<file path="src/rtl/bali_pkg.sv">
// rtl/bali_pkg.sv - shared widths and invoke argument mover state encoding
package bali_pkg;

   localparam int DATAW_DEF    = 32;
   localparam int ADDRW_DEF    = 8;
   localparam int LVA_SIZE_DEF = 8;

   typedef enum logic [2:0] {
      ST_IDLE,
      ST_CHECK,
      ST_POP_REQ,
      ST_POP_WAIT,
      ST_WR_REQ,
      ST_WR_WAIT,
      ST_FINISH
   } invoke_state_t;

endpackage

</file>
<file path="src/rtl/invoke_arg_mover.sv">
// rtl/invoke_arg_mover.sv - pops invokestatic arguments off the eval stack into the LVA
module invoke_arg_mover
   import bali_pkg::*;
#(
   parameter int DATAW    = DATAW_DEF,
   parameter int ADDRW    = ADDRW_DEF,
   parameter int LVA_SIZE = LVA_SIZE_DEF
) (
   input  logic             clk,
   input  logic             rst,
   input  logic             start,
   input  logic [ADDRW-1:0] argcount,
   input  logic [ADDRW-1:0] baseindex,
   output logic             busy,
   output logic             done,
   output logic             error,
   output logic [ADDRW-1:0] moved,
   output logic             evalpush,
   output logic             evaltrigger,
   input  logic [DATAW-1:0] evalread,
   input  logic             evaldone,
   output logic             lvaop,
   output logic             lvatrigger,
   output logic [ADDRW-1:0] lvaindex,
   output logic [DATAW-1:0] lvawrite,
   input  logic             lvadone
);

   localparam logic [ADDRW:0] LVA_LIMIT = (ADDRW+1)'(LVA_SIZE);
   localparam logic [ADDRW:0] IDX_ONE   = (ADDRW+1)'(1);

   invoke_state_t    state_q, state_d;
   logic [ADDRW-1:0] remaining_q, remaining_d;
   logic [ADDRW:0]   idx_q, idx_d;
   logic [DATAW-1:0] data_q, data_d;
   logic [ADDRW-1:0] moved_q, moved_d;

   always_ff @(posedge clk) begin
      if (rst) begin
         state_q     <= ST_IDLE;
         remaining_q <= '0;
         idx_q       <= '0;
         data_q      <= '0;
         moved_q     <= '0;
      end else begin
         state_q     <= state_d;
         remaining_q <= remaining_d;
         idx_q       <= idx_d;
         data_q      <= data_d;
         moved_q     <= moved_d;
      end
   end

   always_comb begin
      state_d     = state_q;
      remaining_d = remaining_q;
      idx_d       = idx_q;
      data_d      = data_q;
      moved_d     = moved_q;
      busy        = (state_q != ST_IDLE);
      done        = 1'b0;
      error       = 1'b0;
      evaltrigger = 1'b0;
      lvaop       = 1'b0;
      lvatrigger  = 1'b0;
      lvaindex    = '0;
      lvawrite    = '0;

      case (state_q)
         ST_IDLE: begin
            if (start) begin
               remaining_d = argcount;
               // idx holds the highest target slot; the extra bit keeps the range check wrap-free
               idx_d       = {1'b0, baseindex} + {1'b0, argcount} - IDX_ONE;
               moved_d     = '0;
               state_d     = ST_CHECK;
            end
         end
         ST_CHECK: begin
            if (remaining_q == '0) begin
               state_d = ST_FINISH;
            end else if ((idx_q + IDX_ONE) > LVA_LIMIT) begin
               error   = 1'b1;
               state_d = ST_IDLE;
            end else begin
               state_d = ST_POP_REQ;
            end
         end
         ST_POP_REQ: begin
            evaltrigger = 1'b1;
            state_d     = ST_POP_WAIT;
         end
         ST_POP_WAIT: begin
            if (evaldone) begin
               data_d  = evalread;
               state_d = ST_WR_REQ;
            end
         end
         ST_WR_REQ: begin
            lvaop      = 1'b1;
            lvatrigger = 1'b1;
            lvaindex   = idx_q[ADDRW-1:0];
            lvawrite   = data_q;
            state_d    = ST_WR_WAIT;
         end
         ST_WR_WAIT: begin
            lvaop    = 1'b1;
            lvaindex = idx_q[ADDRW-1:0];
            lvawrite = data_q;
            if (lvadone) begin
               moved_d     = moved_q + 1'b1;
               remaining_d = remaining_q - 1'b1;
               idx_d       = idx_q - IDX_ONE;
               state_d     = (remaining_q == ADDRW'(1)) ? ST_FINISH : ST_POP_REQ;
            end
         end
         ST_FINISH: begin
            done    = 1'b1;
            state_d = ST_IDLE;
         end
         default: state_d = ST_IDLE;
      endcase
   end

   assign evalpush = 1'b0;
   assign moved    = moved_q;

endmodule

</file>
<file path="config.mk">
export PLATFORM = sky130hd
export DESIGN_NAME = invoke_arg_mover
export DESIGN_NICKNAME = d
export VERILOG_FILES = /design/src/rtl/bali_pkg.sv /design/src/rtl/invoke_arg_mover.sv
export SDC_FILE = /design/constraint.sdc
export NUM_CORES = 1
export LEC_CHECK = 0
export ABC_AREA = 1
export CORE_AREA = 2 2 95 97
export DETAILED_ROUTE_END_ITERATION = 8
export DIE_AREA = 0 0 97 99
export PLACE_DENSITY = 0.74
export SYNTH_ARGS = -nofsm -noshare
export SYNTH_HDL_FRONTEND = slang
export SYNTH_SLANG_ARGS = --single-unit
</file>
<file path="constraint.sdc">
create_clock -name clk -period 3.1 [get_ports clk]
set_input_delay 0.465 -clock clk [delete_from_list [all_inputs] [get_ports clk]]
set_output_delay 0.465 -clock clk [all_outputs]
set_load 0.1 [all_outputs]
</file>
==> metrics.cfg <==
[floorplan]
die_w_um=97
ios=108
start_util=0.436
core.rowCount=34
coreArea_um2=8550
die_y_um=99
dieArea_um2=9600

[clock_tree]
clk_pin_slew_ns=0.07
cts_made_buffers=9
clk_path_buf_depth=2
cts_resized=0
cts_tree=built
cts_sinks=60
worstSkewPairLatency_ns=0.34
cts_setup_buffers=0
htree_levels=3
cts_root_buffer=clkbuf_8
cts_hold_buf=0

[power]
p_comb_frac=0.549
power.leakage_uw=0.00222
switchingPower_uw=2010
vdd_drop_max_uv=411
power_frac_seq=0.271
intPower_uw=1920
power_density_nw_per_um2=753
switching_share=0.512
p_clk_frac=0.180

[job]
drv_cap=0

[setup_path]
end_kind=output pin
required_ns=2.63
reg2reg_to=data_q[11]
r2r_slack_ns=1.18
rr_worst_depth=5
cp_max_fo=20
crit_type=flip-flop to output pin
critPathArrivalTime_ns=2.16
r2r_start=state_q[1]
crit_start=state_q[1]
startpoint_type=flip-flop

[routing]
vias=3817
wl_per_cell_um=12.0
dr.pass1.iters=4
antenna_left=0
drt-initial-drc-count=123
wirelength_mm=9.38
vias_per_cell=4.88
drc=0

[timing]
min_period_over_period=0.848
maxSlewViolCount=0
rsz0062_at_grt=no
max_slew_margin=0.381
setup_viol=0
setup_ws_ns=0.471
fin_tns_setup_ns=0
min_period_ns=2.63
hold_viol_final=0
fin_skew_ns=0.0131
clock.fmax_mhz=380
tightest_slew_ns=0.926

[layout]
layout_commonest_cell=inv_1
seq_area_um2=1200
fin_area_um2=5220
final_nets=745
fin_cells=782
drive_gt1_frac=0.199
fin_util=0.611
fillers=764
syn2layout_area_growth_pct=40.0
mostFrequentLayoutCells=inv_1 (98), nand2_1 (74), o21ai_0 (64), a21oi_1 (62)
multi_input_area_um2=2320
diodes=0

[global_routing]
antenna_found_initial=0
globalRouteMet3Util=0.0504
met1_usage=0.266
grt_max_degree=65
grt.busiest_layer=met2
grt_pass1_vias=3621
grt.total_usage=0.204
grt_pass1_wl_mm=16.4
overflow=0
met2_usage=0.334

[place]
port_buffers=106
dp_hpwl_mm=6.96
gp_congestion=0.871
place_inst=766
placed_cell_area_um2=5030
place_ws_ns=0.516

[run_status]
status=finished clean

[min_path]
min_from=remaining_q[6]
min_to=remaining_q[6]
hold_depth=2
hp-class=flip-flop to flip-flop

[yosys]
synth-main-ff-cell=dfxtp_1
yosysSeqAreaShare=0.322
syn_inst=569
async_reset_ff_frac=0
ys_ff_latch=60
synth.distinct_cells=38
synthesis.area_um2=3730
synth_nets=645
synth_edf_count=0
yosysWarnings=0
syn_avg_cell_area_um2=6.56

==> final cells by class <==
class,count,area share
clock buffers,12,0.0278
clock inverters,4,0.00934
inverters,102,0.0738
multi-input cells,383,0.444
flip-flops and latches,60,0.230
well taps,108,0.0259
repair buffers,113,0.190
==> worst max-delay path, stage by stage (launching register included) <==
cell	delay (ns)
dfxtp_1	0.36
inv_1	0.12
nand2_1	0.12
nor2_4	0.04
inv_1	0.08
nand2_2	0.07
inv_4	0.41
buf_4	0.34
nor2_4	0.04
buf_4	0.23
==> logic make-up after synthesis <==
| logic type | Yosys count | synth area share |
|---|---|---|
| compound gates | 144 | 0.204 |
| xor+xnor | 4 | 0.00939 |
| fa+ha+maj | 23 | 0.0791 |
| buf+inv | 126 | 0.141 |
| flops | 60 | 0.322 |
| other cells | 1 | 0.00100 |
| simple gates | 211 | 0.243 |
==> per-stage QoR <==
stage               hold slack [ns]  total power, uW
floorplan                     0.439             2830
global placement              0.449             3200
detailed placement            0.465             3230
CTS                           0.476             3950
global route                  0.498             4230
finish                        0.478             3940
==> registers in the layout (all words and copies together) (netlist names) <==
name / count
remaining_q: 8
idx_q: 9
data_q: 32
moved: 8
state_q: 3
==> how the worst max path moves through the flow <==
stage	to	slack (ns)	cells after the start
CTS	lvawrite[0]	0.44	9
finish	lvawrite[18]	0.47	9
global placement	idx_q[5]	0.56	13
floorplan	lvaindex[0]	0.1	8
detailed placement	idx_q[5]	0.52	13
global route	lvawrite[0]	0.34	9
==> cells in the mapped netlist (all sizes together) (4+ instances only) <==
cell type	n	area [um^2]
nand4	5	31.3
nand2	79	304
clkbuf	13	68.8
nor3	6	35.0
xor2	4	35.0
buf	11	75.1
ha	22	275
nor2	86	344
nand3	27	140
a21oi	62	310
inv	102	383
dfxtp	60	1200
o21ai	70	362
==> power groups by stage <==
| stage | Sequential [uW] | Clock, uW | Combinational (uW) |
|---|---|---|---|
| after global routing | 1090 | 755 | 2390 |
| after detailed placement | 1080 | 0 | 2150 |
| final | 1070 | 708 | 2160 |
| after global placement | 1070 | 0 | 2130 |
| after floorplan | 1060 | 0 | 1770 |
| after CTS | 1060 | 719 | 2160 |
==> per-layer routing <==
metal | part of all wire | vias to the layer above
li1 | - | 2011
met1 | 0.46 | 1666
met2 | 0.46 | 128
met3 | 0.063 | 12
met4 | 0.016 | 0
met5 | 0 | -
Power figures use the tool's default switching activity.
